===== src/rtl/console_writer_if.sv =====
// Bundles the byte-stream handshake and the char-buffer/cursor write bus
// of the console writer. The "master" side is the writer itself, which drives
// buffer, scroll and cursor updates. The "slave" side is the environment, which
// supplies bytes and consumes those updates.
interface console_writer_if #(
    parameter int ADDR_BITS = 11,
    parameter int COL_BITS  = 7,
    parameter int ROW_BITS  = 5
);
    logic [7:0]           data_in;
    logic                 data_valid;
    logic                 data_ready;
    logic [ADDR_BITS-1:0] buffer_waddr;
    logic [7:0]           buffer_din;
    logic                 buffer_wen;
    logic [ADDR_BITS-1:0] buffer_first_char;
    logic                 buffer_first_char_wen;
    logic [COL_BITS-1:0]  new_cursor_x;
    logic [ROW_BITS-1:0]  new_cursor_y;
    logic                 new_cursor_wen;

    modport master (
        input  data_in, data_valid,
        output data_ready,
        output buffer_waddr, buffer_din, buffer_wen,
        output buffer_first_char, buffer_first_char_wen,
        output new_cursor_x, new_cursor_y, new_cursor_wen
    );

    modport slave (
        output data_in, data_valid,
        input  data_ready,
        input  buffer_waddr, buffer_din, buffer_wen,
        input  buffer_first_char, buffer_first_char_wen,
        input  new_cursor_x, new_cursor_y, new_cursor_wen
    );
endinterface


===== src/rtl/console_writer.sv =====
// Writer side of the 80x24 text console. It turns a byte stream into
// char-buffer writes, cursor loads and scroll (first-char) loads. The buffer is
// circular, so scrolling only moves the first-char pointer and then blanks the
// row that becomes the new bottom line. Cell addresses are tracked through a
// running row-base register instead of multiplying y by COLS.
module console_writer #(
    parameter int ROWS          = 24,
    parameter int COLS          = 80,
    parameter int ROW_BITS      = 5,
    parameter int COL_BITS      = 7,
    parameter int ADDR_BITS     = 11,
    parameter int PAST_LAST_ROW = ROWS * COLS
) (
    input  logic            clk,
    input  logic            clr_n,
    console_writer_if.master bus
);

    localparam logic [COL_BITS-1:0]  LAST_COL      = COL_BITS'(COLS - 1);
    localparam logic [ROW_BITS-1:0]  LAST_ROW      = ROW_BITS'(ROWS - 1);
    localparam logic [ADDR_BITS-1:0] COLS_A        = ADDR_BITS'(COLS);
    localparam logic [ADDR_BITS-1:0] LAST_CLEAR    = ADDR_BITS'(COLS - 1);
    localparam logic [ADDR_BITS-1:0] BUF_SIZE      = ADDR_BITS'(PAST_LAST_ROW);
    localparam logic [ADDR_BITS-1:0] LAST_ROW_BASE = ADDR_BITS'(PAST_LAST_ROW - COLS);
    localparam logic [7:0]           SPACE         = 8'h20;

    typedef enum logic [2:0] {
        S_INIT,
        S_IDLE,
        S_UPDATE,
        S_SCROLL,
        S_CLEAR
    } state_t;

    state_t               state_q;
    logic [ADDR_BITS-1:0] count_q;
    logic [COL_BITS-1:0]  cursorX_q;
    logic [ROW_BITS-1:0]  cursorY_q;
    logic [ADDR_BITS-1:0] rowBase_q;
    logic [ADDR_BITS-1:0] firstChar_q;
    logic                 scrollPending_q;

    logic                 ready_q;
    logic [ADDR_BITS-1:0] waddr_q;
    logic [7:0]           din_q;
    logic                 wen_q;
    logic                 firstWen_q;
    logic [COL_BITS-1:0]  outX_q;
    logic [ROW_BITS-1:0]  outY_q;
    logic                 cursorWen_q;

    logic                 printable_d;
    logic                 moveCursor_d;
    logic                 newline_d;
    logic                 scroll_d;
    logic [COL_BITS-1:0]  nextX_d;
    logic [ROW_BITS-1:0]  nextY_d;
    logic [ADDR_BITS-1:0] nextRowBase_d;
    logic [ADDR_BITS-1:0] cellAddr_d;

    // Step a row-aligned address down one screen row, wrapping at the buffer end.
    function automatic logic [ADDR_BITS-1:0] rowAdvance(input logic [ADDR_BITS-1:0] base);
        return (base == LAST_ROW_BASE) ? '0 : base + COLS_A;
    endfunction

    // Decode the incoming byte into its cursor move, newline and scroll effects.
    always_comb begin
        printable_d  = (bus.data_in >= 8'h20) && (bus.data_in <= 8'h7E);
        moveCursor_d = 1'b0;
        newline_d    = 1'b0;
        nextX_d      = cursorX_q;
        if (printable_d) begin
            moveCursor_d = 1'b1;
            if (cursorX_q == LAST_COL) begin
                nextX_d   = '0;
                newline_d = 1'b1;
            end else begin
                nextX_d = cursorX_q + 1'b1;
            end
        end else begin
            case (bus.data_in)
                8'h0D: begin
                    moveCursor_d = 1'b1;
                    nextX_d      = '0;
                end
                8'h08: begin
                    moveCursor_d = 1'b1;
                    if (cursorX_q != '0) begin
                        nextX_d = cursorX_q - 1'b1;
                    end
                end
                8'h0A: begin
                    moveCursor_d = 1'b1;
                    newline_d    = 1'b1;
                end
                default: begin
                    moveCursor_d = 1'b0;
                end
            endcase
        end
        scroll_d      = newline_d && (cursorY_q == LAST_ROW);
        nextY_d       = (newline_d && !scroll_d) ? cursorY_q + 1'b1 : cursorY_q;
        nextRowBase_d = (newline_d && !scroll_d) ? rowAdvance(rowBase_q) : rowBase_q;
        cellAddr_d    = rowBase_q + ADDR_BITS'(cursorX_q);
    end

    // Main FSM: blank the screen, accept bytes, apply them, then scroll and clear when needed.
    always_ff @(posedge clk or negedge clr_n) begin
        if (!clr_n) begin
            state_q         <= S_INIT;
            count_q         <= '0;
            cursorX_q       <= '0;
            cursorY_q       <= '0;
            rowBase_q       <= '0;
            firstChar_q     <= '0;
            scrollPending_q <= 1'b0;
            ready_q         <= 1'b0;
            waddr_q         <= '0;
            din_q           <= '0;
            wen_q           <= 1'b0;
            firstWen_q      <= 1'b0;
            outX_q          <= '0;
            outY_q          <= '0;
            cursorWen_q     <= 1'b0;
        end else begin
            wen_q       <= 1'b0;
            firstWen_q  <= 1'b0;
            cursorWen_q <= 1'b0;
            case (state_q)
                S_INIT: begin
                    if (count_q == BUF_SIZE) begin
                        ready_q <= 1'b1;
                        state_q <= S_IDLE;
                    end else begin
                        wen_q   <= 1'b1;
                        waddr_q <= count_q;
                        din_q   <= SPACE;
                        count_q <= count_q + 1'b1;
                    end
                end
                S_IDLE: begin
                    if (bus.data_valid && ready_q) begin
                        ready_q         <= 1'b0;
                        state_q         <= S_UPDATE;
                        cursorX_q       <= nextX_d;
                        cursorY_q       <= nextY_d;
                        rowBase_q       <= nextRowBase_d;
                        scrollPending_q <= scroll_d;
                        if (printable_d) begin
                            wen_q   <= 1'b1;
                            waddr_q <= cellAddr_d;
                            din_q   <= bus.data_in;
                        end
                        if (moveCursor_d && !scroll_d) begin
                            cursorWen_q <= 1'b1;
                            outX_q      <= nextX_d;
                            outY_q      <= nextY_d;
                        end
                    end
                end
                S_UPDATE: begin
                    if (scrollPending_q) begin
                        state_q     <= S_SCROLL;
                        firstWen_q  <= 1'b1;
                        firstChar_q <= rowAdvance(firstChar_q);
                        rowBase_q   <= firstChar_q;
                    end else begin
                        state_q <= S_IDLE;
                        ready_q <= 1'b1;
                    end
                end
                S_SCROLL: begin
                    state_q         <= S_CLEAR;
                    scrollPending_q <= 1'b0;
                    wen_q           <= 1'b1;
                    waddr_q         <= rowBase_q;
                    din_q           <= SPACE;
                    count_q         <= ADDR_BITS'(1);
                end
                S_CLEAR: begin
                    if (count_q == COLS_A) begin
                        state_q <= S_IDLE;
                        ready_q <= 1'b1;
                    end else begin
                        wen_q   <= 1'b1;
                        waddr_q <= rowBase_q + count_q;
                        din_q   <= SPACE;
                        count_q <= count_q + 1'b1;
                        if (count_q == LAST_CLEAR) begin
                            cursorWen_q <= 1'b1;
                            outX_q      <= cursorX_q;
                            outY_q      <= cursorY_q;
                        end
                    end
                end
                default: begin
                    state_q <= S_INIT;
                    count_q <= '0;
                end
            endcase
        end
    end

    assign bus.data_ready            = ready_q;
    assign bus.buffer_waddr          = waddr_q;
    assign bus.buffer_din            = din_q;
    assign bus.buffer_wen            = wen_q;
    assign bus.buffer_first_char     = firstChar_q;
    assign bus.buffer_first_char_wen = firstWen_q;
    assign bus.new_cursor_x          = outX_q;
    assign bus.new_cursor_y          = outY_q;
    assign bus.new_cursor_wen        = cursorWen_q;

endmodule

===== src/flat_wrapper.sv =====
// flat-port wrapper written by rule: the top's interface ports become plain ports
module console_writer_flat 
#(
    parameter int ROWS          = 24,
    parameter int COLS          = 80,
    parameter int ROW_BITS      = 5,
    parameter int COL_BITS      = 7,
    parameter int ADDR_BITS     = 11,
    parameter int PAST_LAST_ROW = ROWS * COLS
)
  (clk, clr_n, bus_data_in, bus_data_valid, bus_data_ready, bus_buffer_waddr, bus_buffer_din, bus_buffer_wen, bus_buffer_first_char, bus_buffer_first_char_wen, bus_new_cursor_x, bus_new_cursor_y, bus_new_cursor_wen);
  console_writer_if #(.ADDR_BITS(ADDR_BITS), .COL_BITS(COL_BITS), .ROW_BITS(ROW_BITS)) bus_i ();
  input  logic clk;
  input  logic clr_n;
  input wire logic [$bits(bus_i.data_in)-1:0] bus_data_in;
  input wire logic [$bits(bus_i.data_valid)-1:0] bus_data_valid;
  output wire logic [$bits(bus_i.data_ready)-1:0] bus_data_ready;
  output wire logic [$bits(bus_i.buffer_waddr)-1:0] bus_buffer_waddr;
  output wire logic [$bits(bus_i.buffer_din)-1:0] bus_buffer_din;
  output wire logic [$bits(bus_i.buffer_wen)-1:0] bus_buffer_wen;
  output wire logic [$bits(bus_i.buffer_first_char)-1:0] bus_buffer_first_char;
  output wire logic [$bits(bus_i.buffer_first_char_wen)-1:0] bus_buffer_first_char_wen;
  output wire logic [$bits(bus_i.new_cursor_x)-1:0] bus_new_cursor_x;
  output wire logic [$bits(bus_i.new_cursor_y)-1:0] bus_new_cursor_y;
  output wire logic [$bits(bus_i.new_cursor_wen)-1:0] bus_new_cursor_wen;
  assign bus_i.data_in = bus_data_in;
  assign bus_i.data_valid = bus_data_valid;
  assign bus_data_ready = bus_i.data_ready;
  assign bus_buffer_waddr = bus_i.buffer_waddr;
  assign bus_buffer_din = bus_i.buffer_din;
  assign bus_buffer_wen = bus_i.buffer_wen;
  assign bus_buffer_first_char = bus_i.buffer_first_char;
  assign bus_buffer_first_char_wen = bus_i.buffer_first_char_wen;
  assign bus_new_cursor_x = bus_i.new_cursor_x;
  assign bus_new_cursor_y = bus_i.new_cursor_y;
  assign bus_new_cursor_wen = bus_i.new_cursor_wen;
  console_writer #(.ROWS(ROWS), .COLS(COLS), .ROW_BITS(ROW_BITS), .COL_BITS(COL_BITS), .ADDR_BITS(ADDR_BITS), .PAST_LAST_ROW(PAST_LAST_ROW)) u_core (.clk(clk), .clr_n(clr_n), .bus(bus_i));
endmodule

===== config.mk =====
export PLATFORM = sky130hd
export DESIGN_NAME = console_writer_flat
export DESIGN_NICKNAME = d
export VERILOG_FILES = /design/src/rtl/console_writer_if.sv /design/src/rtl/console_writer.sv /design/src/flat_wrapper.sv
export SDC_FILE = /design/constraint.sdc
export NUM_CORES = 1
export LEC_CHECK = 0
export ABC_AREA = 1
export BUFFER_PORTS_ARGS = -buffer_cell sky130_fd_sc_hd__buf_2
export CAP_MARGIN = 20
export CORE_MARGIN = 2
export CORE_UTILIZATION = 64
export DETAILED_ROUTE_END_ITERATION = 6
export PLACE_DENSITY = 0.93
export SKIP_CTS_REPAIR_TIMING = 1
export SYNTH_ARGS = -nofsm -noshare
export SYNTH_HDL_FRONTEND = slang
export SYNTH_SLANG_ARGS = --single-unit

===== constraint.sdc =====
create_clock -name clk -period 3.7 [get_ports clk]
set_input_delay 1.11 -clock clk [delete_from_list [all_inputs] [get_ports clk]]
set_output_delay 1.11 -clock clk [all_outputs]
set_load 0.02 [all_outputs]

==> results of run 1 <==
sequential cells by signal (all words and copies together) (netlist names), 3 cells and up:
| register | count |
|---|---|
| u_core.state_q | 3 |
| u_core.bus.new_cursor_x | 7 |
| u_core.cursorY_q | 5 |
| u_core.bus.buffer_din | 8 |
| u_core.cursorX_q | 7 |
| u_core.bus.buffer_first_char | 7 |
| u_core.rowBase_q | 7 |
| u_core.bus.new_cursor_y | 5 |
| u_core.count_q | 11 |
| u_core.bus.buffer_waddr | 11 |
path summary, 6_finish.rpt:
kind,from,endpoint,cells after the start
max,bus_data_in[6],u_core.bus.buffer_waddr[5],9
min,u_core.bus.buffer_waddr[3],u_core.bus.buffer_waddr[3],2
max reg2reg,u_core.state_q[1],u_core.bus.buffer_waddr[9],14
min reg2reg,u_core.bus.buffer_waddr[3],u_core.bus.buffer_waddr[3],2
max in group asynchronous,clr_n,u_core.bus.new_cursor_y[0],1
min in group asynchronous,clr_n,u_core.bus.buffer_wen,1
metrics by stage:
step / cells / cell area [um^2] / hold slack, ns
after detailed placement: 819 / 5210 / 0.461
after global routing: 835 / 5460 / 0.508
after floorplan: 687 / 4990 / 0.514
after global placement: 819 / 5210 / 0.450
after CTS: 835 / 5460 / 0.481
final: 835 / 5460 / 0.478
power by group through the flow:
stage / logic, uW / clock network [uW] / registers (uW)
global route: 55.1 / 821 / 830
finish: 47.9 / 790 / 830
detailed placement: 48.5 / 0 / 846
CTS: 48.7 / 790 / 830
global placement: 47.2 / 0 / 846
floorplan: 23.6 / 0 / 847
critical path, cell delays in order:
cell	delay (ns)
buf_2	0.11
nor2_1	0.06
nor2_1	0.19
nand2_1	0.27
nand2_1	0.16
nand3_2	0.11
nor2_4	0.49
inv_2	0.26
o21ai_0	0.23
layout by cell type, fill, tap and decap left out, drive strengths merged:
cell type    n
buf         53
or2          6
a41oi        2
nand4       18
ha          14
o22ai        4
bufinv       3
a21oi       18
xor2        14
clkinvlp     1
a31oi        5
nand3       78
o21ai       64
o211ai       1
nand2      209
nor2        61
clkbuf      10
dfrtp       76
clkinv       2
inv         72
a22oi        5
conb         4
xnor2        2
nor3        10
o21a         1
cell families after synthesis:
| family | synth area share (%) |
|---|---|
| AO/OA/AOI/OAI | 11.4 |
| buffers and inverters | 9.12 |
| XOR/XNOR | 2.81 |
| adder cells (fa/ha/maj) | 3.52 |
| AND/OR/NAND/NOR | 34.9 |
| other | 0.0753 |
| flip-flops | 38.2 |
final cells by class:
class,instances,area [um^2],share of cell area [%]
Multi-Input combinational cell,516,2630,48.3
Sequential cell,76,1900,34.9
Inverter,72,273,5.00
Timing Repair Buffer,53,270,4.95
Clock buffer,10,138,2.52
Tap cell,102,128,2.34
Clock inverter,6,111,2.04
layer usage:
metal / part of all wire [%] / vias to the layer above / global-route usage [%]
li1: - / 2320 / -
met1: 41 / 2274 / 40.9
met2: 48 / 251 / 50.6
met3: 7.7 / 50 / 5.18
met4: 3.0 / 0 / 13.6
met5: 0 / - / 0
==> key figures, run 1 <==
Status
  • Outcome: complete, no violations

STA
  • Setup violators final: 0
  • Relative slew slack: a little over a third
  • Final Hold Vio Count: 0
  • Min Tclk post-route: 2.74 ns
  • PnR worst setup slack: 0.962 ns
  • Final worst-path cycle share: 74.0%
  • Max Fclk: between 0.3 and 0.4 GHz
  • Final slew viol count: 0
  • Setup Skew: 0.00982 ns
  • Worst Max-Slew Pin Slew: 0.951 ns
  • Fin Setup TNS: 0 ns
  • RSZ-0062 raised after global routing: false

Routing
  • Wirelength per Cell: around 15 um
  • Vias: 4,895
  • DRC viols: 0
  • Number of iterations in the first detailed-routing pass: 6
  • Vias per cell: between 5 and 6
  • Post-route ant nets: 0
  • 1st-iter DRT viols: 460
  • Final wirelength: 12.6 mm

Synthesis
  • Netlist cell types: 38
  • Synth area leaders: dfrtp_1, nand2_1, nand3_1
  • Post-synth top area share: 38.2%
  • Yosys warning count: 0
  • Synthesized instance count: around 680
  • Synth top cells by count: nand2_1, dfrtp_1, nand3_1
  • Post-synth EDFFs: 0
  • Most common cell in the synthesized netlist: nand2_1
  • Async S/R FF share, synth: 100%
  • Synthesized cell area: 4980 um^2
  • Seq/Total Area, Yosys: 38.2%
  • Main synth FF type: dfrtp_1
  • Mapped Avg Cell Area: between 7 and 8 um^2
  • Yosys reg bits: 76
  • Synth area leader: dfrtp_1

Clocking
  • Root Driver: clkbuf_8
  • Bufs on Longest Clock Path: 2
  • Clock transition at the registers of the reported paths: 0.08 ns
  • Clk sink count: 76
  • Number of buffers created by CTS: 9
  • Clk Latency, worst-skew pair: between 0.3 and 0.4 ns
  • CTS tree: yes
  • Htree depth: 3

Die
  • Initial Utilization: 65.1%
  • Die area: 8500 um^2
  • Die width: 92.2 um
  • Row Count: 32
  • CORE AREA: 7650 um^2
  • Ports: 57
  • Die H: 92.2 um

Global route
  • Overall Global Routing Usage: 31.0%
  • Largest net degree at the start of global routing: 77
  • First-pass GRT wire length: 21.4 mm
  • Initial antenna violation count: 0
  • Vias in the first global route: 4,704
  • Grt ovf: 0

Setup path
  • WP data arrival: 3.00 ns
  • CP startpoint kind: input port
  • Worst setup EP type: register
  • Crit path required time: approximately 4.0 ns
  • Critical path class: in -> reg
  • Slack of the worst reg-to-reg path: slightly above 1 ns
  • Crit-path max FO: 21

Finish
  • Ant. Diodes: 0
  • Post-route core utilization: 71.3%
  • # nets final: approximately 750
  • Filler cells: 615
  • P&R area growth vs syn: 9.58%
  • Layout cells sized above 1: around 17%

Pwr
  • Comb power frac: 2.9%
  • Flop pwr share: between 40% and 50%
  • Peak supply drop: around 190 uV
  • Internal: 1310 uW
  • Clk pwr share: between 40% and 50%
  • Power Total: 1670 uW
  • Sw power: 361 uW
  • Switching share of power: 21.6%
  • Lkg Pwr: 0.00273 uW
  • Pwr dens: 306 nW/um^2

Placement
  • IO buf count: 52
  • Pre-CTS setup slack: 0.665 ns
  • Placer Congestion: 0.931
  • DP HPWL: 8.94 mm

Min path
  • HP Class: reg -> reg

Flow run
  • MaxCap Viol Count: 0
(Power assumes the default switching activity.)
==> inputs of run 2 (changes only) <==
--- a/config.mk
+++ b/config.mk
@@ -9,9 +9,9 @@
 export BUFFER_PORTS_ARGS = -buffer_cell sky130_fd_sc_hd__buf_2
 export CAP_MARGIN = 20
 export CORE_MARGIN = 2
-export CORE_UTILIZATION = 64
+export CORE_UTILIZATION = 54
 export DETAILED_ROUTE_END_ITERATION = 6
-export PLACE_DENSITY = 0.93
+export PLACE_DENSITY = 0.85
 export SKIP_CTS_REPAIR_TIMING = 1
 export SYNTH_ARGS = -nofsm -noshare
 export SYNTH_HDL_FRONTEND = slang
==> constraint.sdc (replaced) <==
create_clock -name clk -period 2.4 [get_ports clk]
set_input_delay 0.72 -clock clk [delete_from_list [all_inputs] [get_ports clk]]
set_output_delay 0.72 -clock clk [all_outputs]
set_load 0.02 [all_outputs]
==> key figures, run 2 (same netlist as run 1, synthesis figures left out) <==
Status
  • Outcome: complete, no violations

STA
  • Final worst-path cycle share: between 90 and 100%
  • Final Hold Slack: 0.313 ns
  • Setup violators final: 0
  • RSZ-0062 raised after global routing: false
  • Min Tclk post-route: 2.21 ns
  • PnR worst setup slack: 0.191 ns
  • Relative slew slack: 58.7%
  • Max Fclk: 0.453 GHz
  • Final slew viol count: 0
  • Setup Skew: 0.0127 ns
  • Worst Max-Slew Pin Slew: 0.618 ns
  • Final Hold Vio Count: 0

Finish
  • Commonest cells after routing, fill and taps aside: nand2_1, nand3_1, dfrtp_1
  • Post-route core utilization: 61.3%
  • Non-filler cells, final: approximately 860
  • Filler cells: about 790
  • Commonest non-fill, non-tap cell in the layout: nand2_1
  • # nets final: 767
  • Layout cells sized above 1: 18.6%
  • Ant. Diodes: 0
  • P&R area growth vs syn: 12.1%
  • Multi-input logic area: 2660 um^2
  • FF+latch area: between 1500 and 2000 um^2

Placement
  • Placer Congestion: 0.929
  • Pre-CTS setup slack: -0.00506 ns
  • DP HPWL: 9.02 mm
  • IO buf count: 52
  • Dpl cells: 839

Global route
  • Grt ovf: 0
  • First-pass GRT wire length: 20.9 mm
  • Overall Global Routing Usage: 26.0%
  • Initial antenna violation count: 0
  • Largest net degree at the start of global routing: 38
  • Vias in the first global route: about 4,600

Routing
  • 1st-iter DRT viols: 401
  • Wirelength per Cell: 14.5 um
  • Final wirelength: 12.5 mm
  • Post-route ant nets: 0
  • Vias per cell: 5.63
  • Vias: 4,832
  • Number of iterations in the first detailed-routing pass: 7
  • DRC viols: 0

Clocking
  • Bufs on Longest Clock Path: 2
  • Number of buffers created by CTS: 9
  • Clock transition at the registers of the reported paths: roughly 0.090 ns
  • Root Driver: clkbuf_8
  • Clk sink count: 76
  • Htree depth: 3
  • Clk Latency, worst-skew pair: 0.37 ns
  • CTS tree: yes

Setup path
  • Worst setup EP type: register
  • Crit-path max FO: 20
  • WP data arrival: 2.45 ns
  • Crit path required time: 2.64 ns
  • CP startpoint kind: register
  • Reg2reg start: u_core.state_q[1]
  • Critical path class: reg -> reg
  • Critical Path Source: u_core.state_q[1]

Flow run
  • MaxCap Viol Count: 0

Die
  • Die width: 100 um
  • CORE AREA: 9110 um^2
  • Die area: 10,000 um^2
  • Row Count: 35
  • Ports: 57
  • Initial Utilization: 54.7%
  • Die H: 100 um

Pwr
  • Lkg Pwr: 0.00279 uW
  • Peak supply drop: about 280 uV
  • Pwr dens: 459 nW/um^2

Min path
  • HP Class: in -> async
## run 2: critical path, cell delays in order, from the launching register on
cell	delay, ns
dfrtp_2	0.46
nor2_4	0.17
nand2_8	0.12
nand2_1	0.10
o21ai_0	0.10
ha_1	0.32
nand2_1	0.09
nand2_1	0.08
inv_1	0.14
nand2_1	0.07
nand3_1	0.07
o21ai_0	0.10
a21oi_1	0.18
o21ai_0	0.11
## run 2: final timing paths
kind	end	slack, ns	depth (start not counted)
min in group clk	u_core.bus.buffer_waddr[0]	0.48	2
max	u_core.bus.buffer_waddr[6]	0.19	13
min	u_core.bus.buffer_din[1]	0.31	1
max in group asynchronous	u_core.cursorY_q[3]	1.46	2
min reg2reg	u_core.bus.buffer_waddr[0]	0.48	2
max reg2reg	u_core.bus.buffer_waddr[6]	0.19	13
## run 2: final cells by class
type                    count  share of cell area, %
clock inverters             6                   2.00
clock buffers              10                   2.29
repair buffers             66                   6.59
flip-flops and latches     76                   34.1
multi-input cells         517                   47.6
inverters                  72                   4.93
well taps                 111                   2.49
## run 2: per-stage QoR
step           total power (uW)  setup TNS (ns)  instance area (um^2)
2_1_floorplan              1340               0                  4990
3_3_place_gp               1390               0                  5300
3_5_place_dp               1390        -0.00506                  5300
4_1_cts                    2580               0                  5540
5_1_grt                    2630               0                  5580
6_report                   2560               0                  5580
## run 2: per-layer routing
metal | global-route usage, % | part of all wire, % | up-vias
met3 | 3.34 | 6.0 | 33
li1 | - | - | 2356
met4 | 11.0 | 2.6 | 0
met5 | 0 | 0 | -
met2 | 42.0 | 47 | 226
met1 | 35.3 | 45 | 2217
## run 2: report_power, final
group	internal [uW]	leakage (uW)	total (uW)	switching (uW)
registers	1280	0.000916	1280	0
logic	22.2	0.00176	82.7	60.5
clock network	693	0.000117	1200	507
total	1990	0.00279	2560	567
